<file path="src/rtl/vending_pkg.sv">
// Shared coin constants and enums for the change dispenser.
package vending_pkg;

  localparam logic [7:0] COIN_05 = 8'd5;
  localparam logic [7:0] COIN_10 = 8'd10;
  localparam logic [7:0] COIN_20 = 8'd20;

  typedef enum logic [1:0] {NONE, C05, C10, C20} coin_t;

  typedef enum logic [1:0] {IDLE, SELECT, EJECT, DONE} state_t;

  function automatic logic [7:0] coin_value(input coin_t c);
    case (c)
      C05:     coin_value = COIN_05;
      C10:     coin_value = COIN_10;
      C20:     coin_value = COIN_20;
      default: coin_value = 8'd0;
    endcase
  endfunction

endpackage

</file>
<file path="src/rtl/coin_select.sv">
// Greedy coin picker: largest coin that fits the remainder and is in stock.
module coin_select
  import vending_pkg::*;
(
  input  logic [7:0] rem,
  input  logic [7:0] cnt_05,
  input  logic [7:0] cnt_10,
  input  logic [7:0] cnt_20,
  output coin_t      coin
);

  always_comb begin
    coin = NONE;
    if (rem >= COIN_20 && cnt_20 != 8'd0)
      coin = C20;
    else if (rem >= COIN_10 && cnt_10 != 8'd0)
      coin = C10;
    else if (rem >= COIN_05 && cnt_05 != 8'd0)
      coin = C05;
  end

endmodule

</file>
<file path="src/rtl/change_dispenser.sv">
// Refund FSM: pays out a change amount one coin at a time with ack handshake,
// tracking coin inventory and reporting shortfall or ack timeout.
module change_dispenser
  import vending_pkg::*;
#(
  parameter int INIT_05     = 16,
  parameter int INIT_10     = 16,
  parameter int INIT_20     = 16,
  parameter int ACK_TIMEOUT = 15
) (
  input  logic       clk,
  input  logic       reset,
  input  logic       change_valid,
  input  logic [7:0] change,
  input  logic       eject_ack,
  input  logic       refill,
  output logic       eject_05,
  output logic       eject_10,
  output logic       eject_20,
  output logic       busy,
  output logic       done,
  output logic       short,
  output logic [7:0] shortfall,
  output logic       fault,
  output logic [7:0] cnt_05,
  output logic [7:0] cnt_10,
  output logic [7:0] cnt_20
);

  localparam int TW = (ACK_TIMEOUT < 2) ? 1 : $clog2(ACK_TIMEOUT + 1);

  state_t        state;
  coin_t         sel;
  coin_t         pick;
  logic [7:0]    rem;
  logic [TW-1:0] timer;

  coin_select u_select (
    .rem    (rem),
    .cnt_05 (cnt_05),
    .cnt_10 (cnt_10),
    .cnt_20 (cnt_20),
    .coin   (pick)
  );

  // Timer counts cycles spent waiting in EJECT; expiry abandons the refund.
  always_ff @(posedge clk) begin
    if (!reset) begin
      state     <= IDLE;
      sel       <= NONE;
      rem       <= 8'd0;
      timer     <= '0;
      cnt_05    <= 8'(INIT_05);
      cnt_10    <= 8'(INIT_10);
      cnt_20    <= 8'(INIT_20);
      eject_05  <= 1'b0;
      eject_10  <= 1'b0;
      eject_20  <= 1'b0;
      busy      <= 1'b0;
      done      <= 1'b0;
      short     <= 1'b0;
      shortfall <= 8'd0;
      fault     <= 1'b0;
    end else begin
      done <= 1'b0;
      case (state)
        IDLE: begin
          if (refill) begin
            cnt_05 <= 8'(INIT_05);
            cnt_10 <= 8'(INIT_10);
            cnt_20 <= 8'(INIT_20);
          end
          if (change_valid) begin
            rem   <= change;
            busy  <= 1'b1;
            state <= SELECT;
          end
        end
        SELECT: begin
          timer <= '0;
          if (pick != NONE) begin
            sel      <= pick;
            eject_05 <= (pick == C05);
            eject_10 <= (pick == C10);
            eject_20 <= (pick == C20);
            state    <= EJECT;
          end else begin
            done      <= 1'b1;
            short     <= (rem != 8'd0);
            shortfall <= rem;
            fault     <= 1'b0;
            state     <= DONE;
          end
        end
        EJECT: begin
          if (eject_ack) begin
            rem <= rem - coin_value(sel);
            case (sel)
              C05:     cnt_05 <= cnt_05 - 8'd1;
              C10:     cnt_10 <= cnt_10 - 8'd1;
              C20:     cnt_20 <= cnt_20 - 8'd1;
              default: ;
            endcase
            eject_05 <= 1'b0;
            eject_10 <= 1'b0;
            eject_20 <= 1'b0;
            state    <= SELECT;
          end else if (timer == TW'(ACK_TIMEOUT - 1)) begin
            eject_05  <= 1'b0;
            eject_10  <= 1'b0;
            eject_20  <= 1'b0;
            done      <= 1'b1;
            short     <= 1'b1;
            shortfall <= rem;
            fault     <= 1'b1;
            state     <= DONE;
          end else begin
            timer <= timer + TW'(1);
          end
        end
        DONE: begin
          busy      <= 1'b0;
          short     <= 1'b0;
          shortfall <= 8'd0;
          fault     <= 1'b0;
          state     <= IDLE;
        end
        default: state <= IDLE;
      endcase
    end
  end

endmodule

</file>
<file path="config.mk">
export PLATFORM = sky130hd
export DESIGN_NAME = change_dispenser
export DESIGN_NICKNAME = d
export VERILOG_FILES = /design/src/rtl/vending_pkg.sv /design/src/rtl/coin_select.sv /design/src/rtl/change_dispenser.sv
export SDC_FILE = /design/constraint.sdc
export NUM_CORES = 1
export LEC_CHECK = 0
export BUFFER_PORTS_ARGS = -buffer_cell sky130_fd_sc_hd__buf_2
export CAP_MARGIN = 20
export CORE_MARGIN = 2
export CORE_UTILIZATION = 51
export CTS_CLUSTER_SIZE = 40
export DETAILED_ROUTE_END_ITERATION = 8
export PLACE_DENSITY = 0.76
export SLEW_MARGIN = 20
export SYNTH_ARGS = -nofsm -noshare
export SYNTH_HDL_FRONTEND = slang
export SYNTH_HIERARCHICAL = 1
export SYNTH_SLANG_ARGS = --single-unit
</file>
<file path="constraint.sdc">
create_clock -name clk -period 2.2 [get_ports clk]
set_input_delay 0.33 -clock clk [delete_from_list [all_inputs] [get_ports clk]]
set_output_delay 0.33 -clock clk [all_outputs]
set_load 0.03 [all_outputs]
</file>
== Word level (Yosys, flattened, before mapping) ==
Cells that the tools add are included.
Cells by class
  add/subtract/negate cells: 5
  shift operators: 0
  magnitude comparators: 3
  eq/ne operators: 22
  bitwise logic cells: 0
  reductions and logical operators: 23
  muxes and demuxes: 52
  divide/modulo/power cells: 0
  multipliers: 0
Operators by type and width (number)
  $mux W8: 15
  $pmux W8 S2: 4
  $reduce_bool A8 Y1: 4
  $pmux W8 S3: 1
  $sub A8 B1 Y8 const B: 3
  $ne A2 B2 Y1 const B: 8
  $reduce_and A4 Y1: 4
  $mux W1: 15
  $pmux W5 S3: 1
  $eq A2 B2 Y1 const B: 6
  $mux W2: 5
  $pmux W1 S2: 5
  $reduce_and A3 Y1: 3
  $ge A8 B3 Y1 const B: 1
  $ge A8 B4 Y1 const B: 1
  $ge A8 B5 Y1 const B: 1
  $mux W4: 2
  $pmux W2 S4: 1
  $pmux W4 S2: 1
  $reduce_bool A2 Y1: 4
  $sub A8 B8 Y8: 1
  $eq A2 B1 Y1 const B: 3
  $ne A2 B1 Y1 const B: 3
  $pmux W1 S3: 2
  other kinds (7): 11
Storage, ports and cells
  input bits: 13
  bits in latches: 0
  output and inout port bits: 39
  bits in read-only memories: 0
  register bits after elaboration: 55
  bits in writable memories: 0
  memories: 0
  word-level logic and storage cells: 120

== Logic depth before layout (Yosys ltp) ==
  word-level depth: 8
  gate-level depth with buffers: 9

== Modules after synthesis ==
Netlist, hierarchy kept.
Modules (own cells, without submodules)
  change_dispenser: instances 1, seq. area each 1101.1 um2, area an instance 3170.5 um2, cells each 362
  coin_select: instances 1, seq. area each 0.0 um2, area an instance 143.9 um2, cells each 18

== Worst setup path after synthesis ==
Ideal clock, no wire load.
  path kind: register -> register
  start: register cnt_10[5]
  end: register eject_05
  data arrival time: 2278 ps
  setup time: 71 ps
  path slack: -148 ps
  period minus slack after synthesis: 2348 ps
  cell stages (with the launch flop): 8
  cell sequence: dfxtp_1 -> nor4_2 -> a22oi_1 -> o31ai_1 -> or3b_2 -> o211ai_2 -> or4b_1 -> a21oi_1
On the way
  cells in the longest elaborated chain, start to end: 7
  elaborated cells between the ends (all ways): 10
RTL lines
  start, declared: RTL line change_dispenser.sv:26  | output logic [7:0] cnt_10,
  start signal, assigned: RTL line change_dispenser.sv:54  | cnt_10 <= 8'(INIT_10);
  start signal, assigned: RTL line change_dispenser.sv:70  | cnt_10 <= 8'(INIT_10);
  start signal, assigned: RTL line change_dispenser.sv:100  | C10: cnt_10 <= cnt_10 - 8'd1;
  $reduce_bool A8 Y1 (*): RTL line coin_select.sv:16  | else if (rem >= COIN_10 && cnt_10 != 8'd0)
  $logic_and A1 B1 Y1 (*): RTL line coin_select.sv:16
  $mux W2 (*): RTL line coin_select.sv:16
  $mux W2 (*): RTL line coin_select.sv:14  | if (rem >= COIN_20 && cnt_20 != 8'd0)
  via pick[0]: RTL line change_dispenser.sv:34  | coin_t pick;
  $eq A2 B1 Y1 or $reduce_bool A2 Y1 (tied branches): RTL line change_dispenser.sv:83, change_dispenser.sv:81
  $mux W1 or $ne A2 B2 Y1 (tied branches)
  $pmux W1 S2 or $reduce_and A3 Y1 (tied branches)
  end signal, assigned: RTL line change_dispenser.sv:83  | eject_05 <= (pick == C05);
  end, declared: RTL line change_dispenser.sv:17  | output logic eject_05,
The timed path passes the listed nets; every way through them passes the cells marked *. The select of a mux whose other input is x is not followed.
A chain may end at the register's enable or synchronous reset.

== Worst setup path after layout ==
  start: register cnt_05[5]
  end: register shortfall[7]
On the way
  cells in the longest elaborated chain, start to end: 8
RTL lines
  start, declared: RTL line change_dispenser.sv:25  | output logic [7:0] cnt_05,
  start signal, assigned: RTL line change_dispenser.sv:53  | cnt_05 <= 8'(INIT_05);
  start signal, assigned: RTL line change_dispenser.sv:69  | cnt_05 <= 8'(INIT_05);
  start signal, assigned: RTL line change_dispenser.sv:99  | C05: cnt_05 <= cnt_05 - 8'd1;
  $reduce_bool A8 Y1: RTL line coin_select.sv:18  | else if (rem >= COIN_05 && cnt_05 != 8'd0)
  $logic_and A1 B1 Y1: RTL line coin_select.sv:18
  $mux W1: RTL line coin_select.sv:18
  $mux W2: RTL line coin_select.sv:16
  $mux W2: RTL line coin_select.sv:14
  via pick[0]: RTL line change_dispenser.sv:34
  $reduce_bool A2 Y1: RTL line change_dispenser.sv:81  | if (pick != NONE) begin
  $ne A2 B2 Y1 (no source line)
  $reduce_and A4 Y1 (no source line)
  end signal, assigned: RTL line change_dispenser.sv:90  | shortfall <= rem;
  end signal, assigned: RTL line change_dispenser.sv:114  | shortfall <= rem;
  end, declared: RTL line change_dispenser.sv:23  | output logic [7:0] shortfall,
The timed path passes the listed nets, and every way through them passes these cells.

==> results.py <==
metrics = {
    "outcome": {
        "status": "finished clean",
    },
    "logic_synthesis": {
        "synthTopCellsByArea": "dfxtp_1 33%, ha_1 5.7%, a21oi_1 4.4%",
        "synth_async_sr_flop_share": 0,
        "ys.flop_type": "dfxtp_1",
        "synth_compound_area_frac": 0.219,
        "synthDistinctLibCells": 71,
        "yosys-top-cells-count": "55 x dfxtp_1, 35 x nor2_1, 29 x a21oi_1, 29 x nand2_1, 22 x inv_1",
        "netlist_instances": 380,
        "yosysWarnings": 6,
        "synthesis.area_um2": 3310,
        "synth_top_family_by_area": "simple AND/OR/NAND/NOR gates",
        "syn_avg_cell_area_um2": 8.72,
        "ys_ff_latch": 55,
        "synth_simple_gate_area_share": 0.250,
        "synth_enable_flop_cells": 0,
        "synth_top_area_frac": 0.332,
        "ys_seq_area_frac": 0.332,
        "syn-num-nets": 409,
        "synthMuxAreaShare": 0.0328,
        "synth_fa_ha_area_frac": 0.0627,
        "synth_most_common_cell": "dfxtp_1",
        "yosys.area_share.xor_xnor": 0.0476,
        "yosys.area.top_type": "dfxtp_1",
    },
    "route": {
        "routed_via_density": 5.72,
        "ant_nets": 0,
        "vias": 3138,
        "detail_route.wl_per_cell_um": 15.8,
        "wl_um": 8650,
        "drt-pass1-iter-count": 5,
        "route.detailed.drc": 0,
        "drt_iter0_markers": 140,
    },
    "worst_setup_path": {
        "reg2reg_slack_ns": 0.006,
        "cp.arrival_ns": 2.39,
        "end_kind": "register",
        "worst-path-max-fanout": 8,
        "required_ns": 2.40,
        "r2r_cells": 10,
        "r2r-end": "shortfall[7]",
        "worstSetupPathType": "reg -> reg",
        "rr_startpoint": "cnt_05[5]",
        "start_kind": "register",
    },
    "cts": {
        "cts.sinks": 55,
        "clkLatencyLatePin_ns": 0.31,
        "clockBufferDepth": 2,
        "cts_tree": "done",
        "cts_buffers": 5,
        "root_buffer": "clkbuf_8",
        "path_clk_slew_ns": 0.10,
        "htree_levels": 2,
    },
    "place": {
        "gp_congestion": 0.936,
        "dp_hpwl_um": 6270,
        "port_buffers": 51,
        "preCtsSetupSlack_ns": -0.0483,
    },
    "floorplan": {
        "fp-row-count": 29,
        "fp.dieW_um": 84.6,
        "start_util": 0.525,
        "die_h_um": 84.6,
        "die-area_um2": 7160,
        "ios": 52,
        "core_um2": 6310,
    },
    "timing": {
        "min_period_ns": 2.19,
        "maxSlewViolCount": 0,
        "post-route-period-util": 0.997,
        "hold_viol": 0,
        "rsz0062_at_grt": "yes",
        "fin_skew_ns": 0.00630,
        "fmax_mhz": 456,
        "setup_viol": 0,
        "setup_ws_ns": 0.00553,
        "setup-tns-final_ns": 0,
        "max_slew_margin": 0.655,
        "worst-slew-pin-transition_ns": 0.505,
    },
    "global_routing": {
        "grt_pass1_vias": 3046,
        "grt_usage": 0.241,
        "antenna_found_initial": 0,
        "grt_pass1_wl_um": 14300,
        "grt_max_degree": 28,
        "grt-ovfl-total": 0,
    },
    "cells_and_area": {
        "diodes": 0,
        "nNetsFinal": 500,
        "area_growth_pct": 26.5,
        "drive_gt1_frac": 0.331,
    },
    "pwr": {
        "peakVddDrop_mv": 0.833,
        "leakage_nw": 1.75,
        "power_mw": 6.34,
        "cellPowerDensity_nw_per_um2": 1510,
    },
    "min_path": {
        "min_path_type": "in -> reg",
        "hold_end": "rem[4]",
        "whs_path_depth": 3,
        "hold_start": "change[4]",
    },
    "job": {
        "cap_viol_max_count": 0,
    },
}
## what timing repair did
item,CTS,global route
cloned,0,2
hold endpoints to repair,0,0
endpoints found under the setup margin,2,18
pin swaps,6,8
hold buffers,0,0
resized for setup,7,24
buffers inserted,3,1
## logic make-up after synthesis
family | count (synthesis)
AND/OR/NAND/NOR | 146
AO/OA/AOI/OAI | 97
flip-flops | 55
buffers and inverters | 39
XOR/XNOR | 18
adder cells (fa/ha/maj) | 16
multiplexers | 9
## power breakdown
part	internal (mW)	switching, mW
combinational	1.93	2.31
clock	0.287	0.338
sequential	1.27	0.217
## layout by cell type (no fill, tap or decap), types with 11 or more instances in the layout
master     n
dfxtp_1   52
o21ai_0   11
nand2_1   29
nand2b_1  11
buf_2     51
buf_4     44
inv_1     21
a21oi_1   27
nor2_1    34
xnor2_1   15
ha_1      13
## per-layer routing
| layer | share of wire | GRT usage | up-vias |
|---|---|---|---|
| met5 | 0 | 0 | - |
| met4 | 0.012 | 0.0722 | 0 |
| met3 | 0.047 | 0.0393 | 11 |
| met2 | 0.50 | 0.413 | 88 |
| met1 | 0.44 | 0.312 | 1475 |
| li1 | - | - | 1564 |
## state kept, by name, summed over array words and instances, names as in the netlist
signal	flops
busy	1
cnt_05	8
cnt_10	8
cnt_20	8
done	1
eject_05	1
eject_10	1
eject_20	1
fault	1
rem	8
sel	2
short	1
shortfall	8
state	2
timer	4
## worst max path at each step
stage | from | endpoint | cells after the start
2_1_floorplan | cnt_10[5] | eject_05 | 7
3_3_place_gp | cnt_10[5] | eject_05 | 7
3_5_place_dp | cnt_10[1] | eject_05 | 7
4_1_cts | cnt_10[6] | eject_05 | 7
5_1_grt | cnt_05[5] | short | 10
6_report | cnt_05[5] | shortfall[7] | 10
## worst max-delay path: stages, from the launching register on
cell and delay, ns:
dfxtp_2 0.33, or4_4 0.54, nor2_4 0.15, o31ai_4 0.08
buf_4 0.15, o21a_1 0.20, a211oi_4 0.22, buf_6 0.15
buf_6 0.11, nand2b_1 0.09, a21oi_1 0.06
## through the flow
step	cell area [µm²]	util	instances	hold WS (ns)
detailed placement	3930	0.622	535	0.456
CTS	4080	0.647	546	0.325
floorplan	3320	-	380	0.458
global route	4190	0.664	549	0.327
global placement	3930	0.622	535	0.450
finish	4190	0.664	549	0.330
## layout make-up
cell class	instances	area (µm²)
clock buffers	7	96.3
clock inverters	1	7.51
fillers	534	2120
inverters	22	82.6
multi-input cells	286	2130
flip-flops and latches	55	1100
well taps	77	96.3
repair buffers	101	671
(Power assumes the default switching activity.)
